[src/rtl/mfp_ahb_lite_srec_dumper.sv]
// mfp_ahb_lite_srec_dumper: AHB-Lite reader that streams a memory region as S3/S7 S-records; MFP_SREC_DUMPER_S0_HEADER_EN adds a leading S0 header
module mfp_ahb_lite_srec_dumper #(
    parameter int BYTES_PER_RECORD = 16
) (
    input  logic        clock,
    input  logic        reset,
    input  logic        big_endian,
    input  logic        start,
    input  logic [31:0] start_address,
    input  logic [15:0] byte_count,
    output logic        busy,
    output logic        done,
    output logic        bus_error,
    output logic [31:0] HADDR,
    output logic [2:0]  HBURST,
    output logic        HMASTLOCK,
    output logic [3:0]  HPROT,
    output logic [2:0]  HSIZE,
    output logic [1:0]  HTRANS,
    output logic [31:0] HWDATA,
    output logic        HWRITE,
    input  logic [31:0] HRDATA,
    input  logic        HREADY,
    input  logic        HRESP,
    output logic [7:0]  char_data,
    output logic        char_valid,
    input  logic        char_ready
);
    localparam int BW = $clog2(8 * BYTES_PER_RECORD);
`ifdef MFP_SREC_DUMPER_S0_HEADER_EN
    localparam logic [95:0] HDR_STR = "S0030000FC\r\n";
`endif
    typedef enum logic [2:0] {
        IDLE,
`ifdef MFP_SREC_DUMPER_S0_HEADER_EN
        HDR,
`endif
        FETCH_A,
        FETCH_D,
        EMIT,
        TERM,
        FIN
    } state_t;
    state_t state, state_next;
    logic [31:0] addr, base, rec_addr;
    logic [15:0] remaining;
    logic        big;
    logic [8*BYTES_PER_RECORD-1:0] buff;
    logic [3:0]  wi, words, nib;
    logic [7:0]  ci, sum, last, k, fv, hx, seq;
    logic [6:0]  n, f;
    logic        accept, at_last;
    assign HBURST    = 3'b000;
    assign HMASTLOCK = 1'b0;
    assign HPROT     = 4'b0011;
    assign HSIZE     = 3'b010;
    assign HWDATA    = 32'h0;
    assign HWRITE    = 1'b0;
    assign HADDR     = addr;
    assign HTRANS    = state == FETCH_A ? 2'b10 : 2'b00;
    assign busy      = state != IDLE && state != FIN;
    assign done      = state == FIN;
    assign n         = remaining < 16'(BYTES_PER_RECORD) ? remaining[6:0] : 7'(BYTES_PER_RECORD);
    assign words     = 4'((n + 7'd3) >> 2);
    assign accept    = char_valid && char_ready;
    assign at_last   = accept && ci == last;
    // character generator: record shape is S,type,hex fields (LEN, 4 address bytes, data, CK),CR,LF
    always_comb begin
        k   = ci - 8'd2;
        f   = k[7:1];
        fv  = f == 7'd0 ? 8'(n + 7'd5) : f < 7'd5 ? rec_addr[5'(8 * (4 - f)) +: 8] :
              f < n + 7'd5 ? buff[BW'(8 * (f - 7'd5)) +: 8] : ~sum;
        nib = k[0] ? fv[3:0] : fv[7:4];
        hx  = nib < 4'd10 ? 8'h30 + {4'd0, nib} : 8'h37 + {4'd0, nib};
        last = {n, 1'b0} + 8'd15;
        seq = ci == 8'd0 ? 8'h53 : ci == 8'd1 ? (state == TERM ? 8'h37 : 8'h33) :
              ci < last - 8'd1 ? hx : ci == last - 8'd1 ? 8'h0D : 8'h0A;
        char_valid = state == EMIT || state == TERM;
        char_data  = char_valid ? seq : 8'h00;
`ifdef MFP_SREC_DUMPER_S0_HEADER_EN
        if (state == HDR) begin
            last       = 8'd11;
            char_valid = 1'b1;
            char_data  = HDR_STR[7'(8 * (11 - ci)) +: 8];
        end
`endif
    end
    // state register
    always_ff @(posedge clock) begin
        if (reset) state <= IDLE;
        else       state <= state_next;
    end
    // next-state logic
    always_comb begin
        state_next = state;
        unique case (state)
            IDLE:
`ifdef MFP_SREC_DUMPER_S0_HEADER_EN
                if (start) state_next = HDR;
            HDR:     if (at_last) state_next = remaining == 16'd0 ? TERM : FETCH_A;
`else
                if (start) state_next = byte_count == 16'd0 ? TERM : FETCH_A;
`endif
            FETCH_A: if (HREADY) state_next = FETCH_D;
            FETCH_D: state_next = HRESP ? FIN : !HREADY ? FETCH_D : wi + 4'd1 == words ? EMIT : FETCH_A;
            EMIT:    if (at_last) state_next = remaining == 16'(n) ? TERM : FETCH_A;
            TERM:    if (at_last) state_next = FIN;
            FIN:     state_next = IDLE;
            default: state_next = IDLE;
        endcase
    end
    // datapath: address/count tracking, record buffer fill, character counter and checksum
    always_ff @(posedge clock) begin
        if (reset) begin
            addr      <= 32'h0;
            base      <= 32'h0;
            rec_addr  <= 32'h0;
            remaining <= 16'h0;
            big       <= 1'b0;
            buff      <= '0;
            wi        <= 4'd0;
            ci        <= 8'd0;
            sum       <= 8'd0;
            bus_error <= 1'b0;
        end else begin
            if (state == IDLE && start) begin
                addr      <= start_address;
                base      <= start_address;
                rec_addr  <= start_address;
                remaining <= byte_count;
                big       <= big_endian;
                wi        <= 4'd0;
                ci        <= 8'd0;
                sum       <= 8'd0;
                bus_error <= 1'b0;
            end
            if (state == FETCH_D && HRESP) bus_error <= 1'b1;
            else if (state == FETCH_D && HREADY) begin
                buff[BW'(32 * wi) +: 32] <= big ? {HRDATA[7:0], HRDATA[15:8], HRDATA[23:16], HRDATA[31:24]} : HRDATA;
                addr <= addr + 32'd4;
                wi   <= wi + 4'd1;
            end
            if (accept) begin
                ci  <= at_last ? 8'd0 : ci + 8'd1;
                sum <= at_last ? 8'd0 : (k[0] && f < n + 7'd5) ? sum + fv : sum;
            end
            if (state == EMIT && at_last) begin
                remaining <= remaining - 16'(n);
                rec_addr  <= remaining == 16'(n) ? base : rec_addr + 32'(n);
                wi        <= 4'd0;
            end
        end
    end
endmodule

[config.mk]
export PLATFORM = sky130hd
export DESIGN_NAME = mfp_ahb_lite_srec_dumper
export DESIGN_NICKNAME = d
export VERILOG_FILES = /design/src/rtl/mfp_ahb_lite_srec_dumper.sv
export SDC_FILE = /design/constraint.sdc
export NUM_CORES = 1
export LEC_CHECK = 0
export ABC_AREA = 1
export ABC_CLOCK_PERIOD_IN_PS = 5000
export CORE_MARGIN = 3
export CORE_UTILIZATION = 50
export CTS_CLUSTER_DIAMETER = 40
export DETAILED_ROUTE_END_ITERATION = 12
export PLACE_DENSITY = 0.72
export SYNTH_ARGS = -nofsm -noshare
export SYNTH_HDL_FRONTEND = slang
export SYNTH_SLANG_ARGS = --single-unit
[constraint.sdc]
create_clock -name clock -period 5 [get_ports clock]
set_input_delay 0.5 -clock clock [delete_from_list [all_inputs] [get_ports clock]]
set_output_delay 0.5 -clock clock [all_outputs]
set_load 0.01 [all_outputs]
==> key figures <==
Final layout
  – Number of cells in the finished layout apart from fillers: 3,124
  – Layout area overhead: 17.50%
  – Filler Cell Count: around 3,000
  – Post-layout nets: roughly 2,800
  – FF/Latch Area: about 5300 µm²
  – Area of the multi-input gates: 9673 µm²
  – Ant. Diodes: 0
  – Most common library cell in the layout ignoring fill and taps: nand2_1
  – Most frequent cells in the layout: 848 x nand2_1, 263 x dfxtp_1, 260 x a21oi_1, 192 x inv_1, 167 x nand3_1
  – Layout cell share with drive strength beyond 1: 0.07921

Min path
  – Origin of the worst min-delay path: buff[71]
  – Hold endpoint: buff[71]
  – Instance count along the most critical hold path: 2
  – Classification of the worst-slack hold path: flip-flop to flip-flop

Pwr
  – Combinational fraction of design power: 0.265
  – Total power density per cell area: roughly 400 nW/µm²
  – Clock share of power: 0.408
  – Switching component of the power: 2.709 mW
  – Static Leakage: 7.966 nW
  – Max VDD drop: 0.3810 mV
  – Internal Pwr Total: 4.987 mW
  – Sequential cell fraction of total power: 0.327
  – Net switching share of the total power: 0.3520
  – Post-layout total power: between 7 and 8 mW

Clocking
  – Number of buffers on the longest clock path: 3
  – Clock root buffer master: clkbuf_16
  – Total clock sinks: 265
  – Clock-pin slew of the registers on the worst-case setup and hold paths: 0.06 ns
  – Max H-tree Level: 2
  – Number of clock buffers inserted by TritonCTS: 43
  – TritonCTS clock tree: done
  – Worst skew pair latency: between 0.5 and 0.6 ns
  – Post-CTS Hold Fix Bufs: 0

Critical path
  – Max FO, Critical Path: 9
  – Worst endpoint data arrival time: ~4.2 ns
  – Category of the most critical setup path: flip-flop to output pin
  – Worst EP required: 4.50 ns
  – Crit path launch type: flip-flop
  – Kind of end point of the critical path: output pin
  – Crit Reg-Reg Startpoint: remaining[12]
  – Slowest cell on the critical path: dfxtp_1
  – Delay of the slowest cell on the worst path: 0.34 ns
  – Most used cell along the critical path: nand2_1
  – Slack of the worst reg-to-reg path: 0.60 ns
  – Worst R2R Path Depth: 35
  – Capturing point of the worst reg2reg path: sum[7]

Synth
  – Distinct cell type count of the synthesized netlist: 54
  – Warning count from the yosys run: 0
  – Share of async-settable or async-resettable flops after synthesis: 0
  – Sequential-to-total area share from yosys stat: 0.3213
  – Avg Cell Area, Syn: about 6.4 µm²
  – Most used flip-flop cell after synthesis: dfxtp_1
  – Mapped cell area: approximately 17,000 µm²
  – Instance count of the mapped netlist: 2,587
  – Post-synthesis sequential element count: 265
  – Post-synth EDFFs: 0

Detailed routing
  – Total routed wirelength: 52.79 mm
  – Number of optimization iterations in the first detailed-route pass: 6
  – Vias per cell: approximately 5.6
  – DR vias: 17,620
  – Post-detailed-route wirelength per cell: between 15 and 20 µm
  – Drt drc: 0
  – Antenna viol nets, final: 0
  – Violation count after the first detailed-route iteration: roughly 2,200

Timing
  – Tightest slew margin relative to the limit: 0.2729
  – Maximum achievable frequency: 0.2137 GHz
  – Worst-margin pin slew: 1.090 ns
  – Clock period minus final worst setup slack: between 4 and 5 ns
  – Finish-stage setup viols: 0
  – Setup repair after global routing missed its margin: true
  – Pins Over Slew Limit: 0
  – Fin Hold WS: around 0.45 ns
  – Final hold violation count: 0
  – Setup skew after layout: 0.02069 ns
  – Post-route fraction of the period consumed by the critical path: 0.9361

Global routing
  – Grt met3 use: 0.04936
  – Via count of the first global-routing pass: 16,150
  – Wire length of the first global-routing pass: 84.17 mm
  – Global-route usage over all layers: 0.2857
  – Remaining global-route overflow: 0
  – Antenna violations before repair: 0
  – Maximum number of pins on one net before global-route repair: 133
  – GR Util met1: 0.4161
  – Met2 Track Usage GR: 0.4407
  – Busiest metal layer after global routing: met2

Placed design
  – Placed cells: 3,042
  – Final Wtd Congestion: 0.9370
  – Post-detailed-placement half-perimeter wirelength: 35.87 mm
  – Port Buffer Count: 130

Floorplanning
  – Die H: approximately 190 µm
  – Top-level I/O count: 177
  – Floorplan die width: 187.7 µm
  – Initial Util: 0.5153
  – Site Rows: 65
  – DIE AREA: ~35,000 µm²
  – Core Area: around 32,000 µm²

Outcome
  – Outcome: complete, no violations

Flow run
  – # Max-Cap Violations: 0
kinds of logic (layout without fill, tap and decap cells):
| family | count (synthesis) | in the layout | share of synthesized area |
|---|---|---|---|
| adder cells (fa/ha/maj) | 47 | 47 | 0.03653 |
| flip-flops | 265 | 265 | 0.3213 |
| XOR/XNOR | 39 | 39 | 0.02069 |
| multiplexers | 2 | 2 | 0.001213 |
| AO/OA/AOI/OAI | 484 | 484 | 0.1631 |
| buffers and inverters | 404 | 456 | 0.1078 |
| other | 2 | 52 | 0.0004549 |
| AND/OR/NAND/NOR | 1344 | 1344 | 0.3489 |
per-stage QoR:
stage	instance area, µm²	setup slack, ns	TNS, ns	utilization
3_3_place_gp	17830	0.2655	0	0.5563
3_5_place_dp	17830	0.1839	0	0.5563
4_1_cts	19360	0.01808	0	0.6043
6_report	19400	0.3196	0	0.6054
5_1_grt	19400	-0.02052	-0.02052	0.6054
2_1_floorplan	16700	0.9263	0	-
power groups by stage:
stage / registers [mW] / clock network (mW) / logic [mW]
3_5_place_dp: 2.55 / 0 / 1.98
3_3_place_gp: 2.54 / 0 / 1.95
2_1_floorplan: 2.52 / 0 / 1.34
5_1_grt: 2.54 / 3.26 / 2.24
4_1_cts: 2.51 / 3.16 / 2.00
6_report: 2.52 / 3.14 / 2.04
worst max-delay path by stage:
stage	endpoint	cells after the start	startpoint	slack [ns]
floorplan	sum[6]	30	ci[1]	0.93
global placement	char_data[2]	32	remaining[9]	0.27
detailed placement	char_data[2]	32	remaining[9]	0.18
CTS	char_data[5]	30	remaining[9]	0.02
global route	char_data[2]	32	remaining[10]	-0.02
finish	char_data[3]	30	remaining[12]	0.32
layer usage:
metal | share of wire | wire [µm]
met5 | 0 | 0
met4 | 0.020 | 1037
met3 | 0.094 | 4942
met2 | 0.44 | 22970
met1 | 0.45 | 23830
final cells by class:
type / instances / area share
inverters: 213 / 0.04147
flip-flops and latches: 265 / 0.2736
multi-input cells: 1968 / 0.4986
repair buffers: 166 / 0.08049
clock buffers: 49 / 0.05869
well taps: 435 / 0.02806
clock inverters: 28 / 0.01909
what timing repair did:
action	4_1_cts	5_1_grt
pin swaps	0	4
setup buffers	2	3
endpoints found under the setup margin	7	7
resized for setup	13	23
Yosys cell counts (28+ instances only):
| cell | instances | area [µm²] |
|---|---|---|
| nand2_1 | 852 | 3198 |
| dfxtp_1 | 265 | 5305 |
| a21oi_1 | 262 | 1311 |
| inv_1 | 194 | 728.2 |
| nand3_1 | 168 | 840.8 |
| nor2_1 | 131 | 491.7 |
| o21ai_0 | 104 | 520.5 |
| clkbuf_1 | 93 | 349.1 |
| nand4_1 | 57 | 356.6 |
| buf_4 | 51 | 382.9 |
| ha_1 | 45 | 563.0 |
| nor3_1 | 44 | 220.2 |
| buf_2 | 40 | 200.2 |
| xor2_1 | 28 | 245.2 |
sequential cells by signal, summed over array words and instances (netlist names):
register,count
buff,128
HADDR,32
base,32
rec_addr,32
remaining,16
ci,8
sum,8
wi,4
state,3
big,1
bus_error,1
critical path: cells and delay by family, from the launching register on:
kind,cells,cell delay (ns)
AOI/OAI and AO/OA,2,0.30
xor gates and xnor gates,1,0.19
adders and majority gates,2,0.46
buffers and inverters,6,0.77
DFF,1,0.34
and+or+nand+nor,19,1.59
No activity file was read; power rests on OpenSTA's default activity.
